### src/rtl/mips_pkg.sv
// Shared encodings and the per-stage control bundle for the MIPS control pipeline.
package mips_pkg;

  // Instruction register fields are 5 bits wide, so stage destinations are kept at 5 bits.
  localparam int DST_W = 5;

  localparam logic [5:0] OP_RTYPE = 6'h00;
  localparam logic [5:0] OP_J     = 6'h02;
  localparam logic [5:0] OP_JAL   = 6'h03;
  localparam logic [5:0] OP_BEQ   = 6'h04;
  localparam logic [5:0] OP_BNE   = 6'h05;
  localparam logic [5:0] OP_ADDI  = 6'h08;
  localparam logic [5:0] OP_ADDIU = 6'h09;
  localparam logic [5:0] OP_ORI   = 6'h0D;
  localparam logic [5:0] OP_LUI   = 6'h0F;
  localparam logic [5:0] OP_LW    = 6'h23;
  localparam logic [5:0] OP_SW    = 6'h2B;

  localparam logic [5:0] FN_JR    = 6'h08;
  localparam logic [5:0] FN_ADDU  = 6'h21;
  localparam logic [5:0] FN_SUBU  = 6'h23;
  localparam logic [5:0] FN_SLT   = 6'h2A;

  typedef enum logic [1:0] {ALU_ADD = 2'b00, ALU_SUB = 2'b01, ALU_OR = 2'b10} alu_op_e;
  typedef enum logic [1:0] {NPC_SEQ = 2'b00, NPC_BR = 2'b01, NPC_JIMM = 2'b10, NPC_JREG = 2'b11} npc_op_e;
  typedef enum logic [1:0] {EXT_ZERO = 2'b00, EXT_SIGN = 2'b01, EXT_UPPER = 2'b10} ext_op_e;
  typedef enum logic [1:0] {M2R_ALU = 2'b00, M2R_LOAD = 2'b01, M2R_SLT = 2'b10, M2R_LINK = 2'b11} mem_to_reg_e;
  typedef enum logic [1:0] {BR_NONE = 2'b00, BR_EQ = 2'b01, BR_NE = 2'b10} br_type_e;
  typedef enum logic [1:0] {FWD_RF = 2'b00, FWD_MEM = 2'b01, FWD_WB = 2'b10} fwd_sel_e;

  typedef struct packed {
    logic             valid;
    logic             reg_write;
    logic [DST_W-1:0] dst;
    logic             mem_write;
    mem_to_reg_e      mem_to_reg;
    logic             alu_src;
    alu_op_e          alu_op;
    npc_op_e          npc_op;
    logic             is_load;
    br_type_e         br_type;
  } ctrl_t;

  localparam ctrl_t CTRL_BUBBLE = '0;

  // A stage produces a value a consumer reads; register 0 never matches.
  function automatic logic src_hit(ctrl_t c, logic used, logic [DST_W-1:0] src);
    return used && (src != '0) && c.valid && c.reg_write && (c.dst == src);
  endfunction

  // Whether the instruction in EX takes a non-sequential path this cycle.
  function automatic logic redirects(ctrl_t c, logic zero);
    logic jump;
    jump = (c.npc_op == NPC_JIMM) || (c.npc_op == NPC_JREG);
    return c.valid && (jump || (c.br_type == BR_EQ && zero) || (c.br_type == BR_NE && !zero));
  endfunction

endpackage

### src/rtl/pipe_ctrl_if.sv
// Control-unit <-> datapath signal bundle. The datapath is the master.
interface pipe_ctrl_if #(parameter int REG_AW = 5);
  logic [31:0]       instr_id;
  logic              id_valid;
  logic              ex_zero;
  logic              pc_en;
  logic              ifid_en;
  logic              ifid_flush;
  logic [1:0]        id_ext_op;
  logic              id_illegal;
  logic              ex_alu_src;
  logic [1:0]        ex_alu_op;
  logic [1:0]        ex_npc_op;
  logic              ex_redirect;
  logic [1:0]        fwd_a;
  logic [1:0]        fwd_b;
  logic              mem_write;
  logic              wb_reg_write;
  logic [1:0]        wb_mem_to_reg;
  logic [REG_AW-1:0] wb_dst;

  modport master (
    output instr_id, id_valid, ex_zero,
    input  pc_en, ifid_en, ifid_flush, id_ext_op, id_illegal, ex_alu_src, ex_alu_op,
           ex_npc_op, ex_redirect, fwd_a, fwd_b, mem_write, wb_reg_write, wb_mem_to_reg, wb_dst
  );

  modport slave (
    input  instr_id, id_valid, ex_zero,
    output pc_en, ifid_en, ifid_flush, id_ext_op, id_illegal, ex_alu_src, ex_alu_op,
           ex_npc_op, ex_redirect, fwd_a, fwd_b, mem_write, wb_reg_write, wb_mem_to_reg, wb_dst
  );
endinterface

### src/rtl/pipe_decode.sv
// Combinational instruction decoder: instruction word to control bundle and source usage.
module pipe_decode
  import mips_pkg::*;
(
  input  logic [31:0] instr,
  output ctrl_t       ctrl,
  output ext_op_e     ext_op,
  output logic        use_rs,
  output logic        use_rt,
  output logic        illegal
);

  logic [5:0]       op;
  logic [5:0]       fn;
  logic [DST_W-1:0] rt;
  logic [DST_W-1:0] rd;

  assign op = instr[31:26];
  assign fn = instr[5:0];
  assign rt = instr[20:16];
  assign rd = instr[15:11];

  // Decode opcode/funct; anything outside the supported set becomes a harmless NOP.
  always_comb begin
    ctrl       = CTRL_BUBBLE;
    ctrl.valid = 1'b1;
    ext_op     = EXT_SIGN;
    use_rs     = 1'b0;
    use_rt     = 1'b0;
    illegal    = 1'b0;
    case (op)
      OP_RTYPE: begin
        use_rs   = 1'b1;
        use_rt   = 1'b1;
        ctrl.dst = rd;
        case (fn)
          FN_ADDU: begin ctrl.reg_write = 1'b1; ctrl.alu_op = ALU_ADD; end
          FN_SUBU: begin ctrl.reg_write = 1'b1; ctrl.alu_op = ALU_SUB; end
          FN_SLT: begin
            ctrl.reg_write  = 1'b1;
            ctrl.alu_op     = ALU_SUB;
            ctrl.mem_to_reg = M2R_SLT;
          end
          FN_JR: begin ctrl.dst = '0; ctrl.npc_op = NPC_JREG; end
          default: illegal = 1'b1;
        endcase
      end
      OP_ORI: begin
        use_rs = 1'b1; ctrl.dst = rt; ctrl.reg_write = 1'b1;
        ctrl.alu_src = 1'b1; ctrl.alu_op = ALU_OR; ext_op = EXT_ZERO;
      end
      // lui ORs the upper-shifted immediate into zero; rs is not read.
      OP_LUI: begin
        ctrl.dst = rt; ctrl.reg_write = 1'b1;
        ctrl.alu_src = 1'b1; ctrl.alu_op = ALU_OR; ext_op = EXT_UPPER;
      end
      OP_ADDI, OP_ADDIU: begin
        use_rs = 1'b1; ctrl.dst = rt; ctrl.reg_write = 1'b1;
        ctrl.alu_src = 1'b1; ctrl.alu_op = ALU_ADD;
      end
      OP_LW: begin
        use_rs = 1'b1; ctrl.dst = rt; ctrl.reg_write = 1'b1; ctrl.is_load = 1'b1;
        ctrl.alu_src = 1'b1; ctrl.alu_op = ALU_ADD; ctrl.mem_to_reg = M2R_LOAD;
      end
      OP_SW: begin
        use_rs = 1'b1; use_rt = 1'b1; ctrl.mem_write = 1'b1;
        ctrl.alu_src = 1'b1; ctrl.alu_op = ALU_ADD;
      end
      OP_BEQ: begin
        use_rs = 1'b1; use_rt = 1'b1;
        ctrl.alu_op = ALU_SUB; ctrl.npc_op = NPC_BR; ctrl.br_type = BR_EQ;
      end
      OP_BNE: begin
        use_rs = 1'b1; use_rt = 1'b1;
        ctrl.alu_op = ALU_SUB; ctrl.npc_op = NPC_BR; ctrl.br_type = BR_NE;
      end
      OP_J: ctrl.npc_op = NPC_JIMM;
      OP_JAL: begin
        ctrl.npc_op = NPC_JIMM; ctrl.reg_write = 1'b1;
        ctrl.dst = '1; ctrl.mem_to_reg = M2R_LINK;
      end
      default: illegal = 1'b1;
    endcase
    if (illegal) begin
      ctrl       = CTRL_BUBBLE;
      ctrl.valid = 1'b1;
      ext_op     = EXT_SIGN;
      use_rs     = 1'b0;
      use_rt     = 1'b0;
    end
    if (ctrl.dst == '0) ctrl.reg_write = 1'b0;
  end

endmodule

### src/rtl/pipe_ctrl.sv
// Pipelined control unit: decode, ID/EX/MEM/WB control registers, hazards, forwarding, redirect.
module pipe_ctrl
  import mips_pkg::*;
#(
  parameter int REG_AW = 5,
  parameter bit EN_FWD = 1'b1
) (
  input logic        clk,
  input logic        rst_n,
  pipe_ctrl_if.slave bus
);

  ctrl_t            id_ctrl;
  ext_op_e          id_ext;
  logic             id_use_rs, id_use_rt, id_bad;
  logic [DST_W-1:0] id_rs, id_rt;

  ctrl_t            ex_d, ex_q, mem_d, mem_q, wb_d, wb_q;
  logic [DST_W-1:0] ex_rs_d, ex_rs_q, ex_rt_d, ex_rt_q;
  logic             ex_use_rs_d, ex_use_rs_q, ex_use_rt_d, ex_use_rt_q;

  logic             ex_hit, mem_hit, stall, redirect;
  fwd_sel_e         fwd_a, fwd_b;

  assign id_rs = bus.instr_id[25:21];
  assign id_rt = bus.instr_id[20:16];

  pipe_decode u_decode (
    .instr   (bus.instr_id),
    .ctrl    (id_ctrl),
    .ext_op  (id_ext),
    .use_rs  (id_use_rs),
    .use_rt  (id_use_rt),
    .illegal (id_bad)
  );

  // Stall and redirect decisions; a redirect overrides a stall and squashes ID.
  always_comb begin
    ex_hit   = src_hit(ex_q, id_use_rs, id_rs) || src_hit(ex_q, id_use_rt, id_rt);
    mem_hit  = src_hit(mem_q, id_use_rs, id_rs) || src_hit(mem_q, id_use_rt, id_rt);
    // Without forwarding, WB needs no stall because the regfile writes through.
    if (EN_FWD) stall = bus.id_valid && ex_q.is_load && ex_hit;
    else        stall = bus.id_valid && (ex_hit || mem_hit);
    redirect = redirects(ex_q, bus.ex_zero);
  end

  // ID/EX loads the decoded instruction, or a bubble on stall, redirect or empty ID.
  always_comb begin
    ex_d        = id_ctrl;
    ex_rs_d     = id_rs;
    ex_rt_d     = id_rt;
    ex_use_rs_d = id_use_rs;
    ex_use_rt_d = id_use_rt;
    if (!bus.id_valid || stall || redirect) begin
      ex_d        = CTRL_BUBBLE;
      ex_rs_d     = '0;
      ex_rt_d     = '0;
      ex_use_rs_d = 1'b0;
      ex_use_rt_d = 1'b0;
    end
    mem_d = ex_q;
    wb_d  = mem_q;
  end

  // EX operand sources; the MEM producer is younger than WB, so it wins.
  always_comb begin
    fwd_a = FWD_RF;
    fwd_b = FWD_RF;
    if (EN_FWD) begin
      if (src_hit(mem_q, ex_use_rs_q, ex_rs_q))     fwd_a = FWD_MEM;
      else if (src_hit(wb_q, ex_use_rs_q, ex_rs_q)) fwd_a = FWD_WB;
      if (src_hit(mem_q, ex_use_rt_q, ex_rt_q))     fwd_b = FWD_MEM;
      else if (src_hit(wb_q, ex_use_rt_q, ex_rt_q)) fwd_b = FWD_WB;
    end
  end

  // Stage control registers.
  always_ff @(posedge clk or negedge rst_n) begin
    if (!rst_n) begin
      ex_q        <= CTRL_BUBBLE;
      mem_q       <= CTRL_BUBBLE;
      wb_q        <= CTRL_BUBBLE;
      ex_rs_q     <= '0;
      ex_rt_q     <= '0;
      ex_use_rs_q <= 1'b0;
      ex_use_rt_q <= 1'b0;
    end else begin
      ex_q        <= ex_d;
      mem_q       <= mem_d;
      wb_q        <= wb_d;
      ex_rs_q     <= ex_rs_d;
      ex_rt_q     <= ex_rt_d;
      ex_use_rs_q <= ex_use_rs_d;
      ex_use_rt_q <= ex_use_rt_d;
    end
  end

  assign bus.pc_en         = redirect || !stall;
  assign bus.ifid_en       = redirect || !stall;
  assign bus.ifid_flush    = redirect;
  assign bus.id_ext_op     = id_ext;
  assign bus.id_illegal    = bus.id_valid && id_bad;
  assign bus.ex_alu_src    = ex_q.alu_src;
  assign bus.ex_alu_op     = ex_q.alu_op;
  assign bus.ex_npc_op     = ex_q.npc_op;
  assign bus.ex_redirect   = redirect;
  assign bus.fwd_a         = fwd_a;
  assign bus.fwd_b         = fwd_b;
  assign bus.mem_write     = mem_q.valid && mem_q.mem_write;
  assign bus.wb_reg_write  = wb_q.valid && wb_q.reg_write;
  assign bus.wb_mem_to_reg = wb_q.mem_to_reg;
  // The link register is all-ones at the configured width, not just at the field width.
  assign bus.wb_dst        = (wb_q.valid && wb_q.mem_to_reg == M2R_LINK) ? '1 : REG_AW'(wb_q.dst);

endmodule

### src/flat_wrapper.sv
// flat-port wrapper written by rule: the top's interface ports become plain ports
module pipe_ctrl_flat import mips_pkg::*;
#(
  parameter int REG_AW = 5,
  parameter bit EN_FWD = 1'b1
)
  (clk, rst_n, bus_instr_id, bus_id_valid, bus_ex_zero, bus_pc_en, bus_ifid_en, bus_ifid_flush, bus_id_ext_op, bus_id_illegal, bus_ex_alu_src, bus_ex_alu_op, bus_ex_npc_op, bus_ex_redirect, bus_fwd_a, bus_fwd_b, bus_mem_write, bus_wb_reg_write, bus_wb_mem_to_reg, bus_wb_dst);
  pipe_ctrl_if #(.REG_AW(REG_AW)) bus_i ();
  input logic clk;
  input logic rst_n;
  input wire logic [$bits(bus_i.instr_id)-1:0] bus_instr_id;
  input wire logic [$bits(bus_i.id_valid)-1:0] bus_id_valid;
  input wire logic [$bits(bus_i.ex_zero)-1:0] bus_ex_zero;
  output wire logic [$bits(bus_i.pc_en)-1:0] bus_pc_en;
  output wire logic [$bits(bus_i.ifid_en)-1:0] bus_ifid_en;
  output wire logic [$bits(bus_i.ifid_flush)-1:0] bus_ifid_flush;
  output wire logic [$bits(bus_i.id_ext_op)-1:0] bus_id_ext_op;
  output wire logic [$bits(bus_i.id_illegal)-1:0] bus_id_illegal;
  output wire logic [$bits(bus_i.ex_alu_src)-1:0] bus_ex_alu_src;
  output wire logic [$bits(bus_i.ex_alu_op)-1:0] bus_ex_alu_op;
  output wire logic [$bits(bus_i.ex_npc_op)-1:0] bus_ex_npc_op;
  output wire logic [$bits(bus_i.ex_redirect)-1:0] bus_ex_redirect;
  output wire logic [$bits(bus_i.fwd_a)-1:0] bus_fwd_a;
  output wire logic [$bits(bus_i.fwd_b)-1:0] bus_fwd_b;
  output wire logic [$bits(bus_i.mem_write)-1:0] bus_mem_write;
  output wire logic [$bits(bus_i.wb_reg_write)-1:0] bus_wb_reg_write;
  output wire logic [$bits(bus_i.wb_mem_to_reg)-1:0] bus_wb_mem_to_reg;
  output wire logic [$bits(bus_i.wb_dst)-1:0] bus_wb_dst;
  assign bus_i.instr_id = bus_instr_id;
  assign bus_i.id_valid = bus_id_valid;
  assign bus_i.ex_zero = bus_ex_zero;
  assign bus_pc_en = bus_i.pc_en;
  assign bus_ifid_en = bus_i.ifid_en;
  assign bus_ifid_flush = bus_i.ifid_flush;
  assign bus_id_ext_op = bus_i.id_ext_op;
  assign bus_id_illegal = bus_i.id_illegal;
  assign bus_ex_alu_src = bus_i.ex_alu_src;
  assign bus_ex_alu_op = bus_i.ex_alu_op;
  assign bus_ex_npc_op = bus_i.ex_npc_op;
  assign bus_ex_redirect = bus_i.ex_redirect;
  assign bus_fwd_a = bus_i.fwd_a;
  assign bus_fwd_b = bus_i.fwd_b;
  assign bus_mem_write = bus_i.mem_write;
  assign bus_wb_reg_write = bus_i.wb_reg_write;
  assign bus_wb_mem_to_reg = bus_i.wb_mem_to_reg;
  assign bus_wb_dst = bus_i.wb_dst;
  pipe_ctrl #(.REG_AW(REG_AW), .EN_FWD(EN_FWD)) u_core (.clk(clk), .rst_n(rst_n), .bus(bus_i));
endmodule
### config.mk
export PLATFORM = sky130hd
export DESIGN_NAME = pipe_ctrl_flat
export DESIGN_NICKNAME = d
export VERILOG_FILES = /design/src/rtl/mips_pkg.sv /design/src/rtl/pipe_ctrl_if.sv /design/src/rtl/pipe_decode.sv /design/src/rtl/pipe_ctrl.sv /design/src/flat_wrapper.sv
export SDC_FILE = /design/constraint.sdc
export NUM_CORES = 1
export LEC_CHECK = 0
export CAP_MARGIN = 15
export CORE_MARGIN = 5
export CORE_UTILIZATION = 35
export CTS_CLUSTER_DIAMETER = 40
export CTS_CLUSTER_SIZE = 24
export DETAILED_ROUTE_END_ITERATION = 10
export PLACE_DENSITY = 0.58
export REMOVE_ABC_BUFFERS = 1
export SKIP_CTS_REPAIR_TIMING = 1
export SYNTH_ARGS = -nofsm -noshare
export SYNTH_HDL_FRONTEND = slang
export SYNTH_SLANG_ARGS = --single-unit
### constraint.sdc
create_clock -name clk -period 5.1 [get_ports clk]
set_input_delay 1.02 -clock clk [delete_from_list [all_inputs] [get_ports clk]]
set_output_delay 1.02 -clock clk [all_outputs]
set_load 0.1 [all_outputs]
==> results.json <==
{
  "status": "finished, final reports clean",
  "htree_num_levels": 2,
  "cp_slowest_cell": "clkdlybuf4s50_1",
  "synth.avg_cell_area_um2": 9.86,
  "via_per_inst": 5.01,
  "fillers": 719,
  "yosysSeqAreaShare_pct": 47.5,
  "start_kind": "primary input",
  "post-place-ws_ps": 661,
  "dr.pass1.iters": 4,
  "row_count": 31,
  "fmax_ghz": 0.224,
  "postLayoutCoreUtil_pct": 45.4,
  "setup_ws_ps": 633,
  "drtIter0Drc": 92,
  "cp_max_fo": 14,
  "r2r_slack_ps": 2910,
  "wire_per_inst_um": 15.0,
  "hold_viol_final": 0,
  "final_cells": 408,
  "vias": 2043,
  "initial_utilization_pct": 35.8,
  "dr.max_layer_used": "met4",
  "hold-path-endpoint": "u_core.bus.wb_mem_to_reg[0]",
  "cts_tree": "yes",
  "grt_pass1_wl_um": 10100,
  "maxCapViolations": 0,
  "io_pins": 61,
  "grt_overflow": 0,
  "yosysWarningCount": 0,
  "mappedNetlistArea_mm2": 0.00258,
  "async_flop_share_pct": 100,
  "antenna_found_initial": 0,
  "worstPathCellList": "clkdlybuf4s50_1 -> and3b_4 -> a211oi_2 -> nor4_4 -> o211a_1 -> nand2_1 -> buf_12",
  "fin_skew_ps": 9.08,
  "syn_inst": 262,
  "grt_max_degree": 50,
  "synth_enable_flop_cells": 0,
  "dieArea_mm2": 0.00920,
  "reg2reg_to": "u_core.ex_q[16]",
  "die_h_um": 95.9,
  "groute.usage.overall_pct": 14.5,
  "fin_tns_setup_ps": 0,
  "holdPathStages": 0,
  "synthToLayoutAreaGrowth_pct": 26.8,
  "yosysUniqueCellTypes": 50,
  "hp-start": "u_core.mem_q[8]",
  "clock-sinks": 49,
  "reg2reg_from": "u_core.ex_q[0]",
  "finalWirelength_um": 6110,
  "period_minus_slack_ps": 4470,
  "crit_arrival_ps": 3450,
  "numPortBuffers": 55,
  "synthFlopType": "dfrtp_1",
  "drt-met1-wl_um": 2790,
  "dp.cells": 400,
  "top_register": "u_core.ex_q",
  "hp-class": "flip-flop to flip-flop",
  "fin_crit_sh_pct": 87.6,
  "ant_nets": 0,
  "cts_buffers": 5,
  "seq_area_mm2": 0.00123,
  "largest_reg_flops": 13,
  "worst_pin_slew_ps": 980,
  "powerDensity_mw_per_mm2": 240,
  "root_buffer": "clkbuf_8",
  "slew_violations": 0,
  "p_leak_nw": 1.39,
  "largest_registers": "u_core.ex_q: 13 flops, u_core.mem_q: 10 flops, u_core.wb_q: 7 flops",
  "crit_path_max_incr_delay_ps": 620,
  "layout-drive-gt1-share_pct": 7.77,
  "relSlewSlack_pct": 34.5,
  "critPathCaptureType": "primary output",
  "rsz0062_at_grt": "false",
  "hpwlAfterDp_um": 4800,
  "drc": 0,
  "diodes": 0,
  "multiInputGateArea_mm2": 0.00122,
  "synth-seq-cells": 49,
  "clkTransAtPathRegs_ps": 90,
  "worst_ir_drop_vdd_mv": 0.126,
  "route.met3.wl_um": 302,
  "critPathRequiredTime_ps": 4080,
  "clk-insertion-delay-late_ps": 300,
  "hold-worst-slack_ps": 354,
  "die_width_um": 95.9,
  "r2r_cells": 5,
  "first_global_vias": 2047,
  "crit_type": "primary input to primary output",
  "layout.nets": 344,
  "cts_buffer_depth": 2,
  "core_area_mm2": 0.00721,
  "setup_viol": 0,
  "gp_congestion": 0.886,
  "met2_length_um": 2890
}
==> layout make-up <==
class | instances | share of cell area (%)
flip-flops and latches | 49 | 37.4
multi-input cells | 191 | 37.3
repair buffers | 56 | 17.3
well taps | 99 | 3.78
clock buffers | 6 | 2.52
clock inverters | 2 | 1.15
inverters | 5 | 0.573
==> worst max-delay path by stage <==
stage / cells after the start / start / end / slack, ps
CTS: 7 / bus_instr_id[28] / bus_pc_en / 640
finish: 7 / bus_instr_id[28] / bus_pc_en / 630
floorplan: 4 / u_core.ex_rs_q[1] / bus_fwd_a[1] / -1510
detailed placement: 7 / bus_instr_id[28] / bus_pc_en / 660
global route: 7 / bus_instr_id[28] / bus_pc_en / 470
global placement: 7 / bus_instr_id[28] / bus_ifid_en / 660
==> synthesized netlist by cell type (all sizes together) (5+ instances only) <==
cell | count | area [µm²]
nor2 | 27 | 104
buf | 15 | 110
nand4 | 8 | 50.1
nor3 | 18 | 95.1
nor2b | 5 | 31.3
nand2 | 22 | 82.6
xor2 | 10 | 87.6
dfrtp | 49 | 1230
inv | 5 | 18.8
o21ai | 7 | 35.0
xnor2 | 18 | 158
nor4 | 11 | 83.8
nand3 | 8 | 52.6
a221oi | 5 | 43.8
nand2b | 8 | 50.1
==> metrics by stage <==
step / cell area, µm² / total power, mW
finish: 3270 / 0.786
global placement: 3150 / 0.509
detailed placement: 3150 / 0.510
global route: 3270 / 0.820
CTS: 3270 / 0.794
floorplan: 2460 / 0.456
==> metal layers <==
layer	vias up	track usage, %
met2	49	24.0
met1	970	18.5
met4	0	5.33
li1	1014	-
met5	-	0
met3	10	3.21
==> kinds of logic (layout without fill, tap and decap cells) <==
| group | Yosys count | in the layout | share of synthesized area (%) |
|---|---|---|---|
| and+or+nand+nor | 134 | 134 | 29.4 |
| DFF | 49 | 49 | 47.5 |
| AOI/OAI and AO/OA | 29 | 29 | 8.38 |
| xor gates and xnor gates | 28 | 28 | 9.50 |
| buffers and inverters | 22 | 69 | 5.28 |
==> layout by cell type (no fill, tap or decap), types with 6 or more instances in the layout <==
master           netlist  routed
nand2b_1               8       8
clkdlybuf4s50_1        0      49
dfrtp_1               49      49
xnor2_1               18      18
nor2_1                26      26
o21ai_0                7       7
nand2_1               22      22
nand4_1                8       8
nor3_1                17      17
nor4_1                10      10
nand3_1                7       7
clkbuf_8               0       6
xor2_1                10      10
==> worst max-delay path: cells and delay by family <==
family          cells  cell delay [ps]
compound gates      2              530
buf+inv             2              840
simple gates        3             1050
==> report_power, final <==
part	leakage [nW]	switching (mW)	internal [mW]
clock network	0.0574	0.126	0.159
logic	0.666	0.0573	0.0439
registers	0.667	0.00587	0.394
total	1.39	0.189	0.598
Note: power is estimated with default switching activity, not from simulation.
